===== src/rtl/read_align_pkg.sv =====
// Shared definitions for the read-alignment pipe: access-type encodings,
// the decoded access descriptor and small width/size helpers.
package read_align_pkg;

  localparam logic [2:0] CONF_LB  = 3'b000;  // signed byte
  localparam logic [2:0] CONF_LH  = 3'b001;  // signed half
  localparam logic [2:0] CONF_LW  = 3'b010;  // signed word
  localparam logic [2:0] CONF_LD  = 3'b011;  // double (64-bit words only)
  localparam logic [2:0] CONF_LBU = 3'b100;  // unsigned byte
  localparam logic [2:0] CONF_LHU = 3'b101;  // unsigned half
  localparam logic [2:0] CONF_LWU = 3'b110;  // unsigned word

  typedef enum logic [1:0] {
    SZ_B = 2'd0,
    SZ_H = 2'd1,
    SZ_W = 2'd2,
    SZ_D = 2'd3
  } size_e;

  typedef struct packed {
    size_e size;
    logic  sgn;
  } conf_dec_t;

  // Byte-offset width for a given word width.
  function automatic int addr_w(input int data_w);
    return $clog2(data_w / 8);
  endfunction

  // Width needed to hold a count from 0 to depth inclusive.
  function automatic int cnt_w(input int depth);
    return $clog2(depth + 1);
  endfunction

  // Offset bits that must be zero for a size-aligned access.
  function automatic int size_mask(input size_e s);
    case (s)
      SZ_B:    return 0;
      SZ_H:    return 1;
      SZ_W:    return 3;
      default: return 7;
    endcase
  endfunction

  // Reserved 111 falls through to the signed-word default; a double on a
  // 32-bit word collapses to a signed word.
  function automatic conf_dec_t decode_conf(input logic [2:0] conf, input logic has_d);
    conf_dec_t d;
    d.size = SZ_W;
    d.sgn  = 1'b1;
    case (conf)
      CONF_LB:  d.size = SZ_B;
      CONF_LH:  d.size = SZ_H;
      CONF_LW:  d.size = SZ_W;
      CONF_LD:  if (has_d) d.size = SZ_D;
      CONF_LBU: begin d.size = SZ_B; d.sgn = 1'b0; end
      CONF_LHU: begin d.size = SZ_H; d.sgn = 1'b0; end
      CONF_LWU: begin d.size = SZ_W; d.sgn = 1'b0; end
      default:  d.size = SZ_W;
    endcase
    return d;
  endfunction

endpackage


===== src/rtl/read_align_fifo.sv =====
// Small synchronous FIFO used for both the request metadata queue and the
// aligned response queue. Read data is the registered head entry, so it is
// stable for as long as the entry is not popped. Pushes into a full FIFO
// and pops from an empty FIFO are dropped.
module read_align_fifo #(
  parameter int WIDTH = 8,
  parameter int DEPTH = 2
) (
  input  logic             clk,
  input  logic             rst_n,
  input  logic             push,
  input  logic [WIDTH-1:0] wdata,
  input  logic             pop,
  output logic [WIDTH-1:0] rdata,
  output logic             empty
);

  localparam int PW = (DEPTH > 1) ? $clog2(DEPTH) : 1;
  localparam int CW = $clog2(DEPTH + 1);

  logic [WIDTH-1:0] mem [DEPTH];
  logic [PW-1:0]    wptr;
  logic [PW-1:0]    rptr;
  logic [CW-1:0]    count;
  logic             do_push;
  logic             do_pop;

  function automatic logic [PW-1:0] ptr_next(input logic [PW-1:0] p);
    return (p == PW'(DEPTH - 1)) ? '0 : p + PW'(1);
  endfunction

  // Qualify requests against the current fill level.
  always_comb begin
    empty   = (count == '0);
    do_push = push && (count != CW'(DEPTH));
    do_pop  = pop && !empty;
    rdata   = mem[rptr];
  end

  // Storage, pointers and fill count; storage clears so outputs read 0 in reset.
  always_ff @(posedge clk or negedge rst_n) begin
    if (!rst_n) begin
      wptr  <= '0;
      rptr  <= '0;
      count <= '0;
      for (int i = 0; i < DEPTH; i++) mem[i] <= '0;
    end else begin
      if (do_push) begin
        mem[wptr] <= wdata;
        wptr      <= ptr_next(wptr);
      end
      if (do_pop) rptr <= ptr_next(rptr);
      case ({do_push, do_pop})
        2'b10:   count <= count + CW'(1);
        2'b01:   count <= count - CW'(1);
        default: count <= count;
      endcase
    end
  end

endmodule


===== src/rtl/read_align_pipe.sv =====
// Read-alignment pipe: queues {conf, offset} per accepted read, aligns the
// SRAM word when it returns, and buffers the result for the consumer.
// A credit counter bounds outstanding plus buffered reads to DEPTH, so
// neither queue can overflow.
// Optional build macro READ_ALIGN_MISALIGN_ERR_EN adds resp_err, flagging
// offsets that are not aligned to the access size.
module read_align_pipe
  import read_align_pkg::*;
#(
  parameter int DATA_W = 32,
  parameter int DEPTH  = 2
) (
  input  logic                      clk,
  input  logic                      rst_n,
  input  logic                      req_valid,
  output logic                      req_ready,
  input  logic [addr_w(DATA_W)-1:0] req_addr,
  input  logic [2:0]                req_conf,
  input  logic                      sram_rvalid,
  input  logic [DATA_W-1:0]         sram_rdata,
  output logic                      resp_valid,
  input  logic                      resp_ready,
`ifdef READ_ALIGN_MISALIGN_ERR_EN
  output logic                      resp_err,
`endif
  output logic [DATA_W-1:0]         resp_data
);

  localparam int AW = addr_w(DATA_W);
  localparam int MW = 3 + AW;
  localparam int CW = cnt_w(DEPTH);
`ifdef READ_ALIGN_MISALIGN_ERR_EN
  localparam int RW = DATA_W + 1;
`else
  localparam int RW = DATA_W;
`endif

  logic [CW-1:0]     credits;
  logic              ready_en;
  logic              accept;
  logic              resp_pop;

  logic              meta_empty;
  logic              meta_pop;
  logic [MW-1:0]     meta_rdata;
  logic [2:0]        meta_conf;
  logic [AW-1:0]     meta_off;

  logic              resp_empty;
  logic [RW-1:0]     resp_wdata;
  logic [RW-1:0]     resp_rdata;

  conf_dec_t         dec;
  logic [AW-1:0]     off_mask;
  logic [AW-1:0]     lane_off;
  logic [DATA_W-1:0] shifted;
  logic [DATA_W-1:0] keep;
  logic              msb;
  logic [DATA_W-1:0] aligned;
`ifdef READ_ALIGN_MISALIGN_ERR_EN
  logic              misalign;
`endif

  // Handshakes; a pop in the same cycle frees the credit an accept needs.
  always_comb begin
    resp_valid = !resp_empty;
    resp_pop   = resp_valid && resp_ready;
    req_ready  = ready_en && ((credits != '0) || resp_pop);
    accept     = req_valid && req_ready;
    meta_pop   = sram_rvalid && !meta_empty;
    meta_conf  = meta_rdata[MW-1:AW];
    meta_off   = meta_rdata[AW-1:0];
  end

  // Hold req_ready low until the first edge after reset release.
  always_ff @(posedge clk or negedge rst_n) begin
    if (!rst_n) ready_en <= 1'b0;
    else        ready_en <= 1'b1;
  end

  // Credits track DEPTH minus entries held in both queues; only accept and
  // response pop change the total, so a metadata-to-response move is neutral.
  always_ff @(posedge clk or negedge rst_n) begin
    if (!rst_n) begin
      credits <= CW'(DEPTH);
    end else begin
      case ({accept, resp_pop})
        2'b10:   credits <= credits - CW'(1);
        2'b01:   credits <= credits + CW'(1);
        default: credits <= credits;
      endcase
    end
  end

  read_align_fifo #(
    .WIDTH (MW),
    .DEPTH (DEPTH)
  ) u_meta_fifo (
    .clk   (clk),
    .rst_n (rst_n),
    .push  (accept),
    .wdata ({req_conf, req_addr}),
    .pop   (meta_pop),
    .rdata (meta_rdata),
    .empty (meta_empty)
  );

  // Align the returning word using the oldest request's conf and offset.
  always_comb begin
    dec      = decode_conf(meta_conf, DATA_W == 64);
    off_mask = AW'(size_mask(dec.size));
    lane_off = meta_off & ~off_mask;
    shifted  = sram_rdata >> {lane_off, 3'b000};
    keep     = '1;
    msb      = 1'b0;
    case (dec.size)
      SZ_B: begin
        keep = DATA_W'(64'h0000_0000_0000_00FF);
        msb  = shifted[7];
      end
      SZ_H: begin
        keep = DATA_W'(64'h0000_0000_0000_FFFF);
        msb  = shifted[15];
      end
      SZ_W: begin
        keep = DATA_W'(64'h0000_0000_FFFF_FFFF);
        msb  = shifted[31];
      end
      default: begin
        keep = '1;
        msb  = 1'b0;
      end
    endcase
    aligned = (shifted & keep) | ((dec.sgn && msb) ? ~keep : '0);
  end

`ifdef READ_ALIGN_MISALIGN_ERR_EN
  // Misalignment is reported alongside the aligned-down data.
  always_comb begin
    misalign   = |(meta_off & off_mask);
    resp_wdata = {misalign, aligned};
  end
`else
  // Response entry carries only the aligned data.
  always_comb begin
    resp_wdata = aligned;
  end
`endif

  read_align_fifo #(
    .WIDTH (RW),
    .DEPTH (DEPTH)
  ) u_resp_fifo (
    .clk   (clk),
    .rst_n (rst_n),
    .push  (meta_pop),
    .wdata (resp_wdata),
    .pop   (resp_pop),
    .rdata (resp_rdata),
    .empty (resp_empty)
  );

  // Response outputs come straight from the registered queue head.
  always_comb begin
    resp_data = resp_rdata[DATA_W-1:0];
`ifdef READ_ALIGN_MISALIGN_ERR_EN
    resp_err  = resp_rdata[DATA_W];
`endif
  end

endmodule


===== config.mk =====
export PLATFORM = sky130hd
export DESIGN_NAME = read_align_pipe
export DESIGN_NICKNAME = d
export VERILOG_FILES = /design/src/rtl/read_align_pkg.sv /design/src/rtl/read_align_fifo.sv /design/src/rtl/read_align_pipe.sv
export SDC_FILE = /design/constraint.sdc
export NUM_CORES = 1
export LEC_CHECK = 0
export ABC_CLOCK_PERIOD_IN_PS = 5260
export BUFFER_PORTS_ARGS = -buffer_cell sky130_fd_sc_hd__buf_2
export CAP_MARGIN = 10
export CORE_ASPECT_RATIO = 0.5
export CORE_MARGIN = 2
export CORE_UTILIZATION = 55
export CTS_BUF_LIST = sky130_fd_sc_hd__clkbuf_2
export DETAILED_ROUTE_END_ITERATION = 12
export HOLD_SLACK_MARGIN = 0.02
export PLACE_DENSITY = 0.78
export SLEW_MARGIN = 20
export SYNTH_ARGS = -nofsm -noshare
export SYNTH_HDL_FRONTEND = slang
export SYNTH_SLANG_ARGS = --single-unit

===== constraint.sdc =====
create_clock -name clk -period 5.26 [get_ports clk]
set_input_delay 0.263 -clock clk [delete_from_list [all_inputs] [get_ports clk]]
set_output_delay 0.263 -clock clk [all_outputs]
set_load 0.005 [all_outputs]

==> impl_metrics.ini, run 1 <==
[timing]
maxSlewViolCount = 0
final_hold_viol_count = 0
setup_total_negative_slack_ps = 0
period_share_pct = 56.6
tightest_slew_ps = 1050
highest_clock_frequency_the_design_can_meet_mhz = 336
setup_repair_after_global_routing_missed_its_margin = no
max-slew-margin-rel_pct = 30.1
fin_crit_ps = 2980
final-setup-viol-count = 0
clock-skew-final_ps = 35.0

[placed_design]
place_hpwl_um = 7650
io_buffers = 75
place_area_um2 = 4900
gp_routability_congestion = 0.929
dp_cells = 605

[floorplan]
chip_width_um = 132
placementRows = 23
start_util_pct = 56.5
io_pins = 76
core_area_um2 = 7970
floorplan.die_area_um2 = 8970
chipHeight_um = 68.0

[synthesis]
library_cell_with_the_largest_summed_area_after_synthesis = sky130_fd_sc_hd__dfrtp_1
post_synth.cell_area_avg_um2 = 10.1
syn-cell-area_um2 = 4500
synth_area_leaders = sky130_fd_sc_hd__dfrtp_1, sky130_fd_sc_hd__mux2_2, sky130_fd_sc_hd__o21ai_0
mappedNetlistNets = 492
post_synth_inst_count = 447
number_of_synthesized_flops_with_an_enable_pin = 0
ys_ff_latch = 85
yosysMostFrequentCell = sky130_fd_sc_hd__dfrtp_1
ys_types = 50
synth_async_sr_flop_share_pct = 100
netlist.area_leader.share_pct = 46.7
ys_top_cells_by_count = sky130_fd_sc_hd__dfrtp_1, sky130_fd_sc_hd__nand2_1, sky130_fd_sc_hd__mux2_2
ys_seq_area_share_pct = 47.3
dominantRegCellSynth = sky130_fd_sc_hd__dfrtp_1
synthesis.yosys.warnings = 0

[drt]
route.top_layer_used = met4
met3_wire_length_um = 722
avgRoutedWirePerCell_um = 17.5
route.vias.total = 3676
viasPerCell = 5.85
drt_total_wl_um = 11000
routedLengthMet1_um = 5280
drt.antenna.violating_nets = 0
drt_pre_antenna_iters = 4
met2_wirelength_um = 4880
detailed_route_iter0_violations = 306
remaining_drc_errors = 0

[critical_path]
r2r_cells = 5
setup.worst_path.end_class = register
worst_setup_path_start_kind = register
timing.setup.critical_path_class = reg -> reg
worst_r2r_endpoint = u_resp_fifo.mem[61]
worst-path-max-fanout = 16
r2r_start = u_meta_fifo.rptr
timing.reg2reg.setup_slack_ps = 2280
worst_setup_path_startpoint = u_meta_fifo.rptr
worst-endpoint-required_ps = 5800
crit_arrival_ps = 3520

[power]
internal-power_mw = 0.783
share_seq_of_total_power_pct = 62.5
static_leakage_power_nw = 2.51
p_sw_mw = 0.265
peakVddDrop_uv = 106
power.total_mw = 1.05
cellPowerDensity_nw_per_um2 = 207
clockPowerShare_pct = 31.8
switching_share_pct = 25.3
comb_power_share_pct = 5.7

[cells_and_area]
fin_nets = 555
syn2layout_area_growth_pct = 12.7
fin_util_pct = 63.6
fillCellCount = 687
share_of_cells_above_drive_strength_1_pct = 30.7
postLayoutCellArea_um2 = 5070
finalNonFillerCells = 628
area_of_the_multi_input_gates_um2 = 2210
seq_area_um2 = 2130

[worst_hold_path]
min-delay-path-class = in -> reg
min_delay_worst_endpoint = u_meta_fifo.rptr
holdPathStages = 3
hold_path_origin = sram_rvalid

[clocking]
clk_lat_worst_skew_ps = 570
root_buffer = sky130_fd_sc_hd__clkbuf_2
clock_tree_from_tritoncts = yes
worst_case_clock_buffer_depth = 2
cts_htree_levels = 3
clkSinkCount = 85
cts_setup_buffers = 0
clk_pin_slew_ps = 240
tritoncts.num_buffers = 9
cts_resized = 0

[global_routing]
initial_antenna_violation_count = 1
first_global_vias = 3444
global_route_wire_length_before_repair_um = 17800
grt_start_max_net_pins = 86
overflow = 0
grt_use_total_pct = 25.6

[outcome]
result_of_the_run = complete, no violations

[flow_run]
timing.max_cap.violations = 0
per-layer routing:
metal	global-route usage (%)	vias to the layer above
li1	-	1730
met1	36.1	1789
met2	39.7	138
met3	6.67	19
met4	7.47	0
met5	0	-
cells in the final DEF (no fill, tap or decap), types with 2 or more instances in the layout:
cell type | synthesis | routed
sky130_fd_sc_hd__o311ai_1 | 3 | 3
sky130_fd_sc_hd__mux2_2 | 50 | 50
sky130_fd_sc_hd__dfrtp_1 | 84 | 84
sky130_fd_sc_hd__a31oi_2 | 2 | 2
sky130_fd_sc_hd__a31oi_1 | 2 | 2
sky130_fd_sc_hd__o311ai_0 | 5 | 5
sky130_fd_sc_hd__o21ai_1 | 14 | 14
sky130_fd_sc_hd__clkbuf_2 | 1 | 10
sky130_fd_sc_hd__o21ai_0 | 39 | 39
sky130_fd_sc_hd__or2_1 | 2 | 2
sky130_fd_sc_hd__inv_1 | 6 | 6
sky130_fd_sc_hd__nand2_1 | 52 | 52
sky130_fd_sc_hd__nor3_1 | 9 | 9
sky130_fd_sc_hd__a21oi_1 | 35 | 35
sky130_fd_sc_hd__nor2_1 | 25 | 25
sky130_fd_sc_hd__and2_1 | 2 | 2
sky130_fd_sc_hd__dlygate4sd3_1 | 0 | 6
sky130_fd_sc_hd__o21ai_2 | 2 | 2
sky130_fd_sc_hd__o22a_1 | 16 | 16
sky130_fd_sc_hd__a21o_1 | 8 | 8
sky130_fd_sc_hd__nand3_2 | 4 | 4
sky130_fd_sc_hd__o31ai_1 | 2 | 2
sky130_fd_sc_hd__xnor2_1 | 7 | 7
sky130_fd_sc_hd__buf_2 | 10 | 74
sky130_fd_sc_hd__o31ai_4 | 2 | 2
sky130_fd_sc_hd__buf_4 | 3 | 3
sky130_fd_sc_hd__clkinv_1 | 0 | 3
sky130_fd_sc_hd__nand3_1 | 14 | 14
sky130_fd_sc_hd__o21a_1 | 2 | 2
sky130_fd_sc_hd__ha_1 | 3 | 3
sky130_fd_sc_hd__xor2_1 | 6 | 6
worst max-delay path, cell delays in order (launching register included):
cell                      delay, ps
sky130_fd_sc_hd__dfrtp_1        610
sky130_fd_sc_hd__nor3b_1        880
sky130_fd_sc_hd__nor2_1         460
sky130_fd_sc_hd__and3_1         340
sky130_fd_sc_hd__o31ai_4        430
sky130_fd_sc_hd__o22a_1         230
power by group through the flow:
stage	clock, mW	sequential (mW)	combinational (mW)
after floorplan	0	0.667	0.0148
after CTS	0.333	0.655	0.0586
final	0.333	0.655	0.0592
after detailed placement	0	0.666	0.0547
after global routing	0.361	0.656	0.0647
after global placement	0	0.666	0.0543
flip-flops by register name (all words and copies together), names as in the netlist:
name               count
u_resp_fifo.rptr       1
u_resp_fifo.wptr       1
credits                2
u_meta_fifo.count      2
u_meta_fifo.mem       10
u_resp_fifo.count      2
u_meta_fifo.rptr       1
ready_en               1
u_meta_fifo.wptr       1
u_resp_fifo.mem       64
cell families (layout without fill, tap and decap cells):
kind of cell	Yosys count	count (layout)	synth area share, %
buffers and inverters	38	106	3.73
flip-flops	85	85	47.3
other	1	2	0.0833
multiplexers	50	50	12.5
XOR/XNOR	13	13	2.53
AO/OA/AOI/OAI	136	136	19.8
AND/OR/NAND/NOR	121	121	13.2
adder cells (fa/ha/maj)	3	3	0.834
repair_timing:
item	in CTS	in global routing
endpoints found under the setup margin	0	0
hold buffers	6	0
hold endpoints to repair	94	0
area by class of cell:
class | instances | share of cell area (%)
Tap cell | 112 | 2.76
Antenna cell | 1 | 0.0493
Inverter | 6 | 0.444
Multi-Input combinational cell | 324 | 43.6
Clock inverter | 6 | 1.06
Clock buffer | 10 | 0.987
Timing Repair Buffer | 84 | 9.15
Sequential cell | 85 | 42.0
stage by stage:
step / setup WS (ps) / hold WS (ps)
finish: 2280 / 41.3
CTS: 2380 / 26.9
global placement: 2610 / 456
floorplan: 3300 / -32.6
global route: 2120 / 37.0
detailed placement: 2410 / 465
worst max path at each step:
| stage | cells past startpoint | slack, ps | endpoint |
|---|---|---|---|
| CTS | 5 | 2380 | u_resp_fifo.mem[61] |
| detailed placement | 5 | 2410 | u_resp_fifo.mem[61] |
| global placement | 5 | 2610 | u_resp_fifo.mem[30] |
| finish | 5 | 2280 | u_resp_fifo.mem[61] |
| floorplan | 7 | 3300 | u_resp_fifo.mem[6] |
| global route | 5 | 2120 | u_resp_fifo.mem[61] |
(Power assumes the default switching activity.)
==> run 2, diff against run 1 <==
Settings changed: ABC_CLOCK_PERIOD_IN_PS 5260 to 2500, CORE_UTILIZATION 55 to 53, PLACE_DENSITY 0.78 to 0.79.
Clock period 5.26 ns to 2.5 ns, I/O delays scaled along.
==> impl_metrics.ini, run 2 (synthesized netlist as in run 1, its figures left out) <==
[global_routing]
first_global_vias = 3823
global_route_wire_length_before_repair_um = 18700
initial_antenna_violation_count = 0
overflow = 0
grt_use_total_pct = 25.9
grt_start_max_net_pins = 86

[critical_path]
timing.setup.critical_path_class = reg -> reg
worst-endpoint-required_ps = 2990
crit_arrival_ps = 2900
setup.worst_path.end_class = register
worst_path_max_delay_cell = sky130_fd_sc_hd__or4b_4
worst-path-max-fanout = 14
worst_setup_path_start_kind = register
worst_path_largest_cell_delay_ps = 600
critical_path.cell_chain = or4b_4 > buf_4 > nand3_1 > nand3_1 > dlygate4sd3_1 > o21ai_0 > o21ai_0

[clocking]
clkSinkCount = 85
tritoncts.num_buffers = 9
cts_htree_levels = 3
worst_case_clock_buffer_depth = 2
clock_tree_from_tritoncts = yes
clk_pin_slew_ps = 210
clk_lat_worst_skew_ps = 580
root_buffer = sky130_fd_sc_hd__clkbuf_2

[cells_and_area]
reg_top3 = u_resp_fifo.mem (64), u_meta_fifo.mem (10)
finalNonFillerCells = 671
insertedDiodeCount = 0
mostFrequentLayoutCell = sky130_fd_sc_hd__dfrtp_1
largest_register = u_resp_fifo.mem
fin_util_pct = 67.5
syn2layout_area_growth_pct = 21.8
share_of_cells_above_drive_strength_1_pct = 33.3
fin_nets = 600
largest_register_ff_count = 64
final_cell_mix = sky130_fd_sc_hd__dfrtp_1, sky130_fd_sc_hd__buf_2, sky130_fd_sc_hd__nand2_1

[floorplan]
start_util_pct = 55.5
chip_width_um = 134
placementRows = 23
chipHeight_um = 69.2
floorplan.die_area_um2 = 9290
io_pins = 76
core_area_um2 = 8120

[placed_design]
place_hpwl_um = 8050
dp_cells = 621
io_buffers = 75
gp_routability_congestion = 0.952

[worst_hold_path]
min-delay-path-class = in -> reg

[outcome]
result_of_the_run = complete, no violations

[drt]
drt_total_wl_um = 11500
drt.antenna.violating_nets = 0
drt_pre_antenna_iters = 5
avgRoutedWirePerCell_um = 17.2
remaining_drc_errors = 0
viasPerCell = 5.75
route.vias.total = 3861
detailed_route_iter0_violations = 330

[power]
cellPowerDensity_nw_per_um2 = 386
static_leakage_power_nw = 2.73
peakVddDrop_uv = 259

[timing]
maxSlewViolCount = 0
fin_crit_ps = 2400
period_share_pct = 96.1
clock-skew-final_ps = 18.1
tightest_slew_ps = 551
highest_clock_frequency_the_design_can_meet_mhz = 416
final-setup-viol-count = 0
final_hold_viol_count = 0
max-slew-margin-rel_pct = 62.8

[flow_run]
timing.max_cap.violations = 0
[run 2: cell type report]
type / count / area [µm²]
Timing Repair Buffer: 129 / 883
Clock inverter: 3 / 13.8
Sequential cell: 85 / 2130
Fill cell: 665 / 2630
Inverter: 6 / 22.5
Tap cell: 112 / 140
Clock buffer: 12 / 60.1
Multi-Input combinational cell: 324 / 2230
[run 2: repair_timing]
item | in CTS | in global routing
hold buffers | 28 | 0
setup endpoints to repair | 0 | 7
hold endpoints to repair | 128 | 0
buffers inserted | 0 | 7
gates resized for setup | 0 | 7
[run 2: worst max-delay path: cells and delay by family (launching register included)]
| kind | cells | cell delay [ps] |
|---|---|---|
| compound gates | 2 | 240 |
| flops | 1 | 500 |
| simple gates | 3 | 780 |
| buf+inv | 2 | 800 |
[run 2: power by group]
| part | switching, mW | internal, mW | total [mW] |
|---|---|---|---|
| Combinational | 0.0799 | 0.0712 | 0.151 |
| Clock | 0.455 | 0.132 | 0.587 |
| Sequential | 0.000329 | 1.38 | 1.38 |
| Total | 0.536 | 1.58 | 2.12 |
[run 2: path summary, 6_finish.rpt]
kind | from | to | slack [ps] | cells past startpoint
max in group asynchronous | rst_n | u_resp_fifo.mem[33] | 2080 | 3
worst min-delay path | sram_rdata[12] | u_resp_fifo.mem[36] | 40 | 5
worst min register to register | u_resp_fifo.mem[3] | u_resp_fifo.mem[3] | 500 | 2
worst max register to register | u_meta_fifo.rptr | u_resp_fifo.mem[32] | 100 | 7
worst max-delay path | u_meta_fifo.rptr | u_resp_fifo.mem[32] | 100 | 7
min in group asynchronous | rst_n | credits[0] | 80 | 3
[run 2: metrics by stage]
step	hold WS, ps	cell area (µm²)	setup slack [ps]	setup TNS [ps]	power [mW]
floorplan	-171	4500	543	0	1.43
global placement	190	5050	302	0	1.52
detailed placement	193	5050	224	0	1.52
CTS	23.0	5400	8.40	0	2.13
global route	30.5	5480	-1.30	-1.30	2.19
finish	41.7	5480	96.9	0	2.12
[run 2: routing by layer]
layer	vias up	wire [µm]	global-route usage, %
li1	1819	-	-
met5	-	0	0
met1	1882	5220	34.9
met3	28	666	6.55
met4	0	256	9.47
met2	132	5390	40.7
